`src/rtl/spi_arbiter.sv`:
```
// ---------------------------------------------------------------------------
// spi_arbiter
//
// Shares one SPI master among three requesters. Picks a winner round-robin,
// presents that requester's clock polarity/phase and grant, issues a single
// start strobe to the master, then follows the master's chip select to find
// the end of the transaction. After completion it enforces an idle gap
// before the next grant. All outputs are registered.
//
// Optional feature (compile-time macro SPI_ARB_TIMEOUT_EN):
//   A watchdog covers WAIT_LOW and BUSY. If it expires, timeout_err pulses
//   for one cycle, no done is given, and the arbiter moves to GAP.
//   Without the macro there is no watchdog and timeout_err is tied low.
//
// Parameters
//   GAP      idle cycles between the end of a transaction and the next grant (1..15)
//   TIMEOUT  watchdog limit in clk cycles (1..65535), SPI_ARB_TIMEOUT_EN only
//
// Ports
//   clk              system clock, rising edge
//   rst              synchronous active-high reset
//   req[2:0]         per-requester request level, held until matching done
//   cfg_ckp[2:0]     per-requester SPI clock polarity
//   cfg_cph[2:0]     per-requester SPI clock phase
//   CS               chip select from the SPI master, active low
//   transaction_stb  one-cycle start strobe to the SPI master
//   CKP, CPH         polarity/phase of the current owner
//   gnt[2:0]         one-hot grant
//   done[2:0]        one-cycle completion pulse to the owner
//   timeout_err      one-cycle watchdog pulse
// ---------------------------------------------------------------------------
module spi_arbiter #(
    parameter int GAP     = 2,
    parameter int TIMEOUT = 1023
) (
    input  logic       clk,
    input  logic       rst,
    input  logic [2:0] req,
    input  logic [2:0] cfg_ckp,
    input  logic [2:0] cfg_cph,
    input  logic       CS,
    output logic       transaction_stb,
    output logic       CKP,
    output logic       CPH,
    output logic [2:0] gnt,
    output logic [2:0] done,
    output logic       timeout_err
);

    if (GAP < 1 || GAP > 15) begin : g_bad_gap
        $error("spi_arbiter: GAP must be in 1..15");
    end
    if (TIMEOUT < 1 || TIMEOUT > 65535) begin : g_bad_timeout
        $error("spi_arbiter: TIMEOUT must be in 1..65535");
    end

    typedef enum logic [2:0] {
        S_IDLE,
        S_SETUP,
        S_START,
        S_WAIT_LOW,
        S_BUSY,
        S_GAP
    } state_t;

    state_t     state, state_d;
    logic [1:0] last, last_d;        // index of the most recently granted requester
    logic [1:0] winner;
    logic [3:0] gap_cnt, gap_d;
    logic [2:0] gnt_d, done_d;
    logic       stb_d, ckp_d, cph_d;

`ifdef SPI_ARB_TIMEOUT_EN
    logic [15:0] wd_cnt, wd_d;
    logic        tmo_q, tmo_d;
    assign timeout_err = tmo_q;
`else
    assign timeout_err = 1'b0;
`endif

    // Round-robin pick: search starts just after the last served requester,
    // so the last one served has the lowest priority.
    always_comb begin
        int idx;
        winner = last;
        for (int k = 3; k >= 1; k--) begin
            idx = (int'(last) + k) % 3;
            if (req[idx]) begin
                winner = 2'(idx);
            end
        end
    end

    // NOTE: every signal driven here gets a default first, so no path leaves
    // it unassigned and no latch is inferred.
    always_comb begin
        state_d = state;
        last_d  = last;
        gap_d   = gap_cnt;
        gnt_d   = gnt;
        done_d  = 3'b000;
        stb_d   = 1'b0;
        ckp_d   = CKP;
        cph_d   = CPH;
`ifdef SPI_ARB_TIMEOUT_EN
        wd_d    = wd_cnt + 16'd1;
        tmo_d   = 1'b0;
`endif
        case (state)
            S_IDLE: begin
                if (|req) begin
                    last_d  = winner;
                    gnt_d   = 3'b001 << winner;
                    ckp_d   = cfg_ckp[winner];
                    cph_d   = cfg_cph[winner];
                    state_d = S_SETUP;
                end
            end
            S_SETUP: begin
                stb_d   = 1'b1;      // strobe is visible while in START
                state_d = S_START;
            end
            S_START: begin
                state_d = S_WAIT_LOW;
`ifdef SPI_ARB_TIMEOUT_EN
                wd_d    = 16'd0;
`endif
            end
            S_WAIT_LOW: begin
                if (!CS) begin
                    state_d = S_BUSY;
`ifdef SPI_ARB_TIMEOUT_EN
                    wd_d    = 16'd0;
                end else if (wd_cnt == 16'(TIMEOUT - 1)) begin
                    tmo_d   = 1'b1;
                    gnt_d   = 3'b000;
                    gap_d   = 4'd0;
                    state_d = S_GAP;
`endif
                end
            end
            S_BUSY: begin
                if (CS) begin
                    done_d  = gnt;
                    gnt_d   = 3'b000;
                    gap_d   = 4'd0;
                    state_d = S_GAP;
`ifdef SPI_ARB_TIMEOUT_EN
                end else if (wd_cnt == 16'(TIMEOUT - 1)) begin
                    tmo_d   = 1'b1;
                    gnt_d   = 3'b000;
                    gap_d   = 4'd0;
                    state_d = S_GAP;
`endif
                end
            end
            S_GAP: begin
                if (gap_cnt == 4'(GAP - 1)) begin
                    state_d = S_IDLE;
                end else begin
                    gap_d = gap_cnt + 4'd1;
                end
            end
            default: begin
                state_d = S_IDLE;
                gnt_d   = 3'b000;
            end
        endcase
    end

    // NOTE: state and output registers use non-blocking assignments so every
    // flop samples the values present before the edge.
    always_ff @(posedge clk) begin
        if (rst) begin
            state           <= S_IDLE;
            last            <= 2'd2;     // requester 0 has top priority after reset
            gap_cnt         <= 4'd0;
            gnt             <= 3'b000;
            done            <= 3'b000;
            transaction_stb <= 1'b0;
            CKP             <= 1'b0;
            CPH             <= 1'b0;
`ifdef SPI_ARB_TIMEOUT_EN
            wd_cnt          <= 16'd0;
            tmo_q           <= 1'b0;
`endif
        end else begin
            state           <= state_d;
            last            <= last_d;
            gap_cnt         <= gap_d;
            gnt             <= gnt_d;
            done            <= done_d;
            transaction_stb <= stb_d;
            CKP             <= ckp_d;
            CPH             <= cph_d;
`ifdef SPI_ARB_TIMEOUT_EN
            wd_cnt          <= wd_d;
            tmo_q           <= tmo_d;
`endif
        end
    end

endmodule

```
`config.mk`:
```
export PLATFORM = sky130hd
export DESIGN_NAME = spi_arbiter
export DESIGN_NICKNAME = d
export VERILOG_FILES = /design/src/rtl/spi_arbiter.sv
export SDC_FILE = /design/constraint.sdc
export NUM_CORES = 1
export LEC_CHECK = 0
export CORE_UTILIZATION = 55
export DETAILED_ROUTE_END_ITERATION = 8
export GPL_TIMING_DRIVEN = 0
export PLACE_DENSITY = 0.88
export SKIP_LAST_GASP = 1
export SLEW_MARGIN = 15
export SYNTH_ARGS = -nofsm -noshare
export SYNTH_HDL_FRONTEND = slang
export SYNTH_SLANG_ARGS = --single-unit
```
`constraint.sdc`:
```
create_clock -name clk -period 4.8 [get_ports clk]
set_input_delay 0.72 -clock clk [delete_from_list [all_inputs] [get_ports clk]]
set_output_delay 0.72 -clock clk [all_outputs]
set_load 0.01 [all_outputs]
```
==> summary.md <==
| Metric | Value |
|---|---|
| # hold bufs at CTS | `0` |
| Slew headroom | `40.3%` |
| Worst hold slack | `0.503 ns` |
| Clk buf depth | `2` |
| WP data required | `about 5.0 ns` |
| Synth area leader | `dfxtp_1` |
| Reg2reg start | `last[0]$_SDFFE_PP0P_` |
| RSZ-0062 raised after global routing | `no` |
| YS warnings | `0` |
| Min-Delay Path Depth | `2` |
| Area of the mapped netlist | `approximately 0.0012 sq mm` |
| CTS root buf | `clkbuf_4` |
| Cts repair resizes | `0` |
| Worst setup SP type | `input pin` |
| Min cycle time layout | `~2.4 ns` |
| Max Clock Freq | `422 MHz` |
| Synth Flop Type | `dfxtp_1` |
| Clk_lat worst skew | `0.29 ns` |
| Vias per cell | `5.76` |
| CP max FO | `7` |
| Post-synth EDFFs | `0` |
| Setup Buffers After CTS | `0` |
| Final Util | `73.3%` |
| Antenna Cells | `0` |
| Power Density | `around 420 mW/mm^2` |
| First-pass GRT wire length | `4560 um` |
| Hold endpoint | `CKP$_SDFFE_PP0P_` |
| Initial antenna violation count | `0` |
| CTS tree | `yes` |
| Cells after synthesis | `around 150` |
| Initial Utilization | `between 50% and 60%` |
| DRC | `0` |
| Worst reg2reg path depth | `8` |
| Die footprint | `0.00237 sq mm` |
| Setup TNS | `0 ns` |
| Hold_sp | `CKP$_SDFFE_PP0P_` |
| Vias in the first global route | `1027` |
| Area grow syn2layout | `22.6%` |
| Total gr overflow | `0` |
| Design Area, Final | `0.00147 sq mm` |
| Most frequent cells in the layout | `clkdlybuf4s50_1 (20), dfxtp_1 (18), nor2_1 (18), nand3_1 (12), nand2_1 (9)` |
| Synth async-reset ratio | `0%` |
| Routed WL per cell | `roughly 13 um` |
| Worst-path clk slew | `0.10 ns` |
| Flop2flop setup slack | `2.56 ns` |
| DR iter-0 viols | `41` |
| Post-synth top area share | `30.1%` |
| Yosys reg bits | `18` |
| Sink Count | `18` |
| Clk_skew | `0.00782 ns` |
| Max cap viols | `0` |
| Number of routed nets with antenna violations | `0` |
| Fin. max-slew vios | `0` |
| Nets@finish | `188` |
| Period Utilization, post-route | `49.4%` |
| Post-synth net total | `163` |
| Overall power | `approximately 600 uW` |
| Status | `complete, no violations` |
| # setup viols final | `0` |
| R2R Path End | `CPH$_SDFFE_PP0P_` |
| Dpl cell area | `0.00143 sq mm` |
| PortBufs | `20` |
| Seq/Total Area, Yosys | `30.1%` |
| Top post-synthesis cells by area | `dfxtp_1 (30%), ha_1 (6.3%), nor2_1 (5.6%)` |
| Worst path max stage delay | `~0.63 ns` |
| Setup crit end kind | `register` |
| Synthesized area per cell | `slightly above 8 sq um` |
| Largest net degree at the start of global routing | `11` |
| Setup CP Type | `input pin to register` |
| IO Count | `22` |
| Share of cells above drive strength 1 | `8.88%` |
| Dpl hpwl | `2040 um` |
| CTS buffer count | `3` |
| CORE AREA | `0.00200 sq mm` |
| Final hold viol count | `0` |
| Hold Path Class | `register to register` |
| Placer congestion estimate | `0.805` |
| Worst slew pin tran | `0.888 ns` |
| Die width | `about 49 um` |
| Crit-path slowest cell | `clkdlybuf4s50_1` |
| H-tree levels | `1` |
| Die extent in y | `48.6 um` |
| Leakage | `0.000587 uW` |
| Final wirelength | `2630 um` |
| Cell Rows | `16` |
| DR pass1 iterations | `5` |
| Worst path cell trace | `clkdlybuf4s50_1 > nand3b_2 > and2_4 > a221oi_4 > nor4b_1 > o31ai_1 > a211oi_1` |
| Gr usage total | `24.4%` |
| Number of library cell types mapped by synthesis | `between 40 and 50` |
| Peak VDD IR | `258 uV` |
| Critical Path AT | `2.54 ns` |
| Commonest non-fill, non-tap cell in the layout | `clkdlybuf4s50_1` |
| Vias | `1129` |
-- through the flow --
stage	setup WS (ns)	std cells
floorplan	2.82	145
global placement	2.21	192
detailed placement	2.15	192
CTS	2.44	196
global route	2.29	196
finish	2.43	196
-- routing by layer --
| layer | up-vias | routed length (um) | GRT usage, % |
|---|---|---|---|
| met4 | 0 | 10 | 2.94 |
| li1 | 576 | - | - |
| met5 | - | 0 | 0 |
| met1 | 513 | 1180 | 30.4 |
| met3 | 2 | 122 | 3.77 |
| met2 | 38 | 1310 | 44.9 |
-- how the worst max path moves through the flow --
stage,from,end,slack [ns],depth (start not counted)
finish,req[2],CKP$_SDFFE_PP0P_,2.43,7
global route,req[1],CPH$_SDFFE_PP0P_,2.29,6
global placement,req[2],CKP$_SDFFE_PP0P_,2.21,7
CTS,req[2],CPH$_SDFFE_PP0P_,2.44,7
detailed placement,req[2],CPH$_SDFFE_PP0P_,2.15,7
floorplan,last[0]$_SDFFE_PP0P_,gnt[0]$_SDFFE_PP0P_,2.82,7
-- worst max-delay path, delay by kind of cell --
kind                   cells  cell delay, ns
buffers and inverters      1            0.63
AND/OR/NAND/NOR            3            0.43
AO/OA/AOI/OAI              3            0.75
-- cells by family after synthesis --
kind of cell / count (synthesis) / synth area share [%]
and+or+nand+nor: 64 / 28.8
AOI/OAI and AO/OA: 33 / 22.7
DFF: 18 / 30.1
buffers and inverters: 16 / 6.28
adders and majority gates: 6 / 6.28
muxes: 4 / 3.35
xor gates and xnor gates: 3 / 2.20
other: 1 / 0.314
-- synthesized netlist by cell type, types with 2 or more instances --
cell type   n
a32oi_1     2
xor2_1      2
clkbuf_1    4
dfxtp_1    18
nand2b_1    4
nor4_1      2
nor2_1     18
and2_1      3
o211a_1     2
a31oi_1     2
buf_4       4
o31ai_1     3
and3_1      2
inv_1       8
a21oi_1     5
nor3_1      2
nor4b_1     3
ha_1        6
nand2_1     9
o21ai_0     4
nand3_1    12
a211oi_1    4
mux2i_1     4
-- power breakdown --
part | internal [uW] | switching (uW)
logic | 150 | 183
clock network | 46.2 | 46.3
registers | 172 | 17.6
total | 368 | 247
-- layout make-up --
| cell class | instances | area (sq um) |
|---|---|---|
| sequential | 18 | 360 |
| multi-input combinational | 111 | 761 |
| timing repair buffer | 20 | 200 |
| fill | 161 | 536 |
| clock buffer | 4 | 36.3 |
| buffer | 8 | 45.0 |
| tap | 27 | 33.8 |
| inverter | 8 | 30.0 |
-- state kept, by name, summed over array words and instances (netlist names) --
signal / count
last: 2
done: 3
CKP: 1
state: 3
gnt: 3
gap_cnt: 4
CPH: 1
transaction_stb: 1
No activity file was read; power rests on OpenSTA's default activity.
==> edit 1, RTL diff (same flow settings) <==
Register the inputs `cfg_ckp` and `cfg_cph` before use. The logic sees them one clock later. The other inputs are not delayed to match.
--- a/src/rtl/spi_arbiter.sv
+++ b/src/rtl/spi_arbiter.sv
@@ -49,2 +49,10 @@
 
+    logic [2:0] cfg_ckp_q;
+    logic [2:0] cfg_cph_q;
+
+    always_ff @(posedge clk) begin
+        cfg_ckp_q <= cfg_ckp;
+        cfg_cph_q <= cfg_cph;
+    end
+
     if (GAP < 1 || GAP > 15) begin : g_bad_gap
@@ -113,4 +121,4 @@
                     gnt_d   = 3'b001 << winner;
-                    ckp_d   = cfg_ckp[winner];
-                    cph_d   = cfg_cph[winner];
+                    ckp_d   = cfg_ckp_q[winner];
+                    cph_d   = cfg_cph_q[winner];
                     state_d = S_SETUP;
Behaviour: not the same (Yosys sat finds a counterexample within 4 cycles, from zero or initial values and one cycle with rst high).
==> edit 1 against the original RTL <==
  * Non-clock buffer count did not move
  * Wire length rose by 8.2%
  * Combinational power fell by 5%
  * Final cell count rose by 2.0%
  * Sequential power rose by 27%
  * Final area rose by 8.5%
  * Synthesized area rose by 9.0%
  * Register-to-register slack got worse by 80 ps
  * Sequential cell count rose by 6
  * Setup slack got worse by 92 ps
  * Clock power rose by 59%
  * Power rose by 15%
  * Global-route usage fell by 0.28 points
  * Largest power group unchanged
==> edit 1: results (changes against the original RTL) <==
Synthesized Nets - 166 (+1.8%)
Placed Cells incl. Taps - 196 (+2.1%)
GR met3 Demand/Resource - 2.73% (-1.0 points)
largest fanout on the critical path - 8 (+1)
layout net count - 191 (+1.6%)
Vias/cell - 5.83 (+1.1%)
overall via count from detail_route - 1,165 (+3.2%)
post-detailed-routing wire length - 2.84 mm (+8.2%)
minimum hold slack - 477 ps (-25.8 ps)
part of the cycle the worst path needs - 51.3% (+1.9 points)
part of the power in combinational logic - 45.0% (-9.2 points)
amount of wire on met3 after detailed routing - 128 µm (+4.9%)
actual slew at the worst max-slew pin - 829 ps (-58.2 ps)
synth top area cells - sky130_fd_sc_hd__dfxtp_1 (37%), sky130_fd_sc_hd__ha_1 (5.8%), sky130_fd_sc_hd__nor2_1 (4.9%)
worst setup skew after layout - 15.4 ps (+7.59 ps)
maximum number of pins on one net before global-route repair - 15 (+4)
Critical Path Slowest Stage Cell - sky130_fd_sc_hd__nor4_2
ranking of synthesized cells by instance count - sky130_fd_sc_hd__dfxtp_1 (24), sky130_fd_sc_hd__nor2_1 (17), sky130_fd_sc_hd__nand2_1 (11)
Crit path largest cell delay - 650 ps (+20 ps)
Clock Latency Late Sink - 320 ps (+30 ps)
worst setup timing slack at the placement stage - 2110 ps (-43.3 ps)
kind of cell adding the most delay to the critical path - simple AND/OR/NAND/NOR gates
total routing usage reported by global routing - 24.1% (-0.28 points)
placed cell areas - 0.00154 mm² (+7.6%)
run status - finished, final reports clean
Reg clk slew, reported paths - 120 ps (+20 ps)
maximum ir drop on the vdd rail - 0.238 mV (-7.9%)
clock network power consumption - 0.000147 W (+59%)
Pleak - 0.632 nW (+7.7%)
depth of the worst register-to-register path - 9 (+1)
==> edit 1: cell type report <==
| type | instances | area, µm² |
|---|---|---|
| buffer | 8 | 50.0 |
| clock buffer | 3 | 22.5 |
| clock inverter | 1 | 30.0 |
| fill | 174 | 642 |
| inverter | 5 | 18.8 |
| multi-input combinational | 111 | 754 |
| sequential | 24 | 480 |
| tap | 28 | 35.0 |
| timing repair buffer | 20 | 200 |
==> edit 1: logic make-up (layout without fill, tap and decap cells) <==
group / count (synthesis) / after routing / synth area share [%]
AO/OA/AOI/OAI: 34 / 34 / 21.0
XOR/XNOR: 3 / 3 / 2.02
adder cells (fa/ha/maj): 6 / 6 / 5.76
buffers and inverters: 13 / 37 / 5.28
flip-flops: 24 / 24 / 36.9
multiplexers: 5 / 5 / 3.84
other: 1 / 1 / 0.288
AND/OR/NAND/NOR: 62 / 62 / 25.0
==> edit 1: how the worst min path moves through the flow <==
| stage | cells past startpoint | start | slack (ps) | endpoint |
|---|---|---|---|---|
| 3_5_place_dp | 2 | gnt[0]$_SDFFE_PP0P_ | 460 | gnt[0]$_SDFFE_PP0P_ |
| 5_1_grt | 2 | gnt[0]$_SDFFE_PP0P_ | 490 | gnt[0]$_SDFFE_PP0P_ |
| 4_1_cts | 2 | gnt[0]$_SDFFE_PP0P_ | 480 | gnt[0]$_SDFFE_PP0P_ |
| 2_1_floorplan | 2 | cfg_cph_q[0]$_DFF_P_ | 480 | CPH$_SDFFE_PP0P_ |
| 6_report | 2 | gnt[0]$_SDFFE_PP0P_ | 480 | gnt[0]$_SDFFE_PP0P_ |
| 3_3_place_gp | 2 | gnt[0]$_SDFFE_PP0P_ | 450 | gnt[0]$_SDFFE_PP0P_ |
==> edit 2, RTL diff (same settings) <==
Made on the original files. The option `SPI_ARB_TIMEOUT_EN` is turned on by a define.
--- a/src/rtl/spi_arbiter.sv
+++ b/src/rtl/spi_arbiter.sv
@@ -31,2 +31,4 @@
 // ---------------------------------------------------------------------------
+`define SPI_ARB_TIMEOUT_EN
+
 module spi_arbiter #(
Function: no difference found for any inputs over 10 cycles, from zero or initial values and one cycle with rst high; that may be too few to reach the edited logic, so the function may still have changed.
==> edit 2 against the original RTL <==
  * Non-clock buffer count is 2 higher
  * Worst hold slack worse by 38 ps
  * Setup slack better by 41 ps
  * Final area is 50% higher
  * Synthesized area is 59% higher
  * Wire length is 52% higher
  * Sequential cell count is 17 higher
  * Sequential share of layout area is 7.2 points higher
  * Power is 7.0% higher
  * Highest routed layer unchanged
==> edit 2: results (changes against the original RTL) <==
run status - finished, final reports clean
Clock Latency Late Sink - 350 ps (+60 ps)
CP required - 5080 ps (+110 ps)
layout net count - 275 (+46%)
first-iteration detailed-routing DRC count - 56 (+37%)
share of final-layout standard cells stronger than drive strength 1 - 6.23% (-2.7 points)
number of standard-cell rows in the floorplan - 20 (+4)
share of synthesized area occupied by flip-flops and latches - 36.9% (+6.8 points)
fill cell count - 281 (+75%)
Final non-clock buffer share - 11.1% (-5.6 points)
clock network contribution to total cell area - 2.27% (-0.20 points)
number of detailed-route iterations in the first pass - 4 (-1)
maximum ir drop on the vdd rail - 0.195 mV (-25%)
ranking of synthesized cells by instance count - sky130_fd_sc_hd__dfxtp_1 (35), sky130_fd_sc_hd__nor2_1 (25), sky130_fd_sc_hd__nand2_1 (15)
count of non-CTS buffers in the layout - 30 (+7.1%)
Int Pwr - 0.000447 W (+21%)
Inserted Clock Buffers - 5 (+2)
syn_area_per_cell - 8.29 µm² (+0.54%)
actual slew at the worst max-slew pin - 852 ps (-36.1 ps)
number of clock buffers in the layout - 7 (+3)
synth top area cells - sky130_fd_sc_hd__dfxtp_1 (37%), sky130_fd_sc_hd__nor2_1 (4.9%), sky130_fd_sc_hd__ha_1 (4.6%)
multi-input gates - 173 (+56%)
# H-tree levels - 2 (+1)
Pleak - 0.794 nW (+35%)
first-pass GRT wire length - 6.84 mm (+50%)
Seq area share - 31.8% (+7.2 points)
multi-input gate share of the layout cell area - 50.5% (-1.4 points)
Synthesized Nets - 248 (+52%)
worst setup skew after layout - 10.1 ps (+2.32 ps)
Placed Cells incl. Taps - 293 (+53%)
[edit 2: cell types whose count changed after synthesis, sizes merged, moves of 6 or more]
| cell | delta |
|---|---|
| dfxtp | +17 |
| o21ai | +9 |
| xor2 | +8 |
| a21oi | +7 |
| nor2 | +7 |
| nand2 | +6 |
| nor2b | +6 |
[edit 2: worst paths after layout]
kind,startpoint,to,slack (ps),cells past startpoint
worst max-delay path,req[2],CKP$_SDFFE_PP0P_,2470,6
worst min-delay path,wd_cnt[0]$_SDFF_PP0_,wd_cnt[0]$_SDFF_PP0_,460,1
worst max register to register,last[0]$_SDFFE_PP0P_,CPH$_SDFFE_PP0P_,2550,7
worst min register to register,wd_cnt[0]$_SDFF_PP0_,wd_cnt[0]$_SDFF_PP0_,460,1
[edit 2: power by group through the flow]
| stage | combinational, W | clock (W) | sequential (W) |
|---|---|---|---|
| 4_1_cts | 0.000184 | 0.000157 | 0.000319 |
| 3_5_place_dp | 0.000183 | 0 | 0.000326 |
| 5_1_grt | 0.000204 | 0.000168 | 0.000321 |
| 6_report | 0.000186 | 0.000153 | 0.000319 |
| 3_3_place_gp | 0.000177 | 0 | 0.000325 |
| 2_1_floorplan | 0.000125 | 0 | 0.000327 |
[edit 2: routing by layer]
metal / vias to the layer above / global-route usage (%) / share of wire [%]
li1: 878 / - / -
met1: 789 / 31.2 / 48
met2: 34 / 42.2 / 46
met3: 9 / 7.68 / 3.9
met4: 0 / 10.1 / 1.4
met5: - / 0 / 0
[edit 2: cell families after synthesis]
family / count (synthesis) / share of synthesized area, %
compound gates: 54 / 19.6
xor+xnor: 12 / 5.53
fa+ha+maj: 7 / 4.61
buf+inv: 21 / 4.55
flops: 35 / 36.9
mux: 2 / 1.05
simple gates: 98 / 27.8
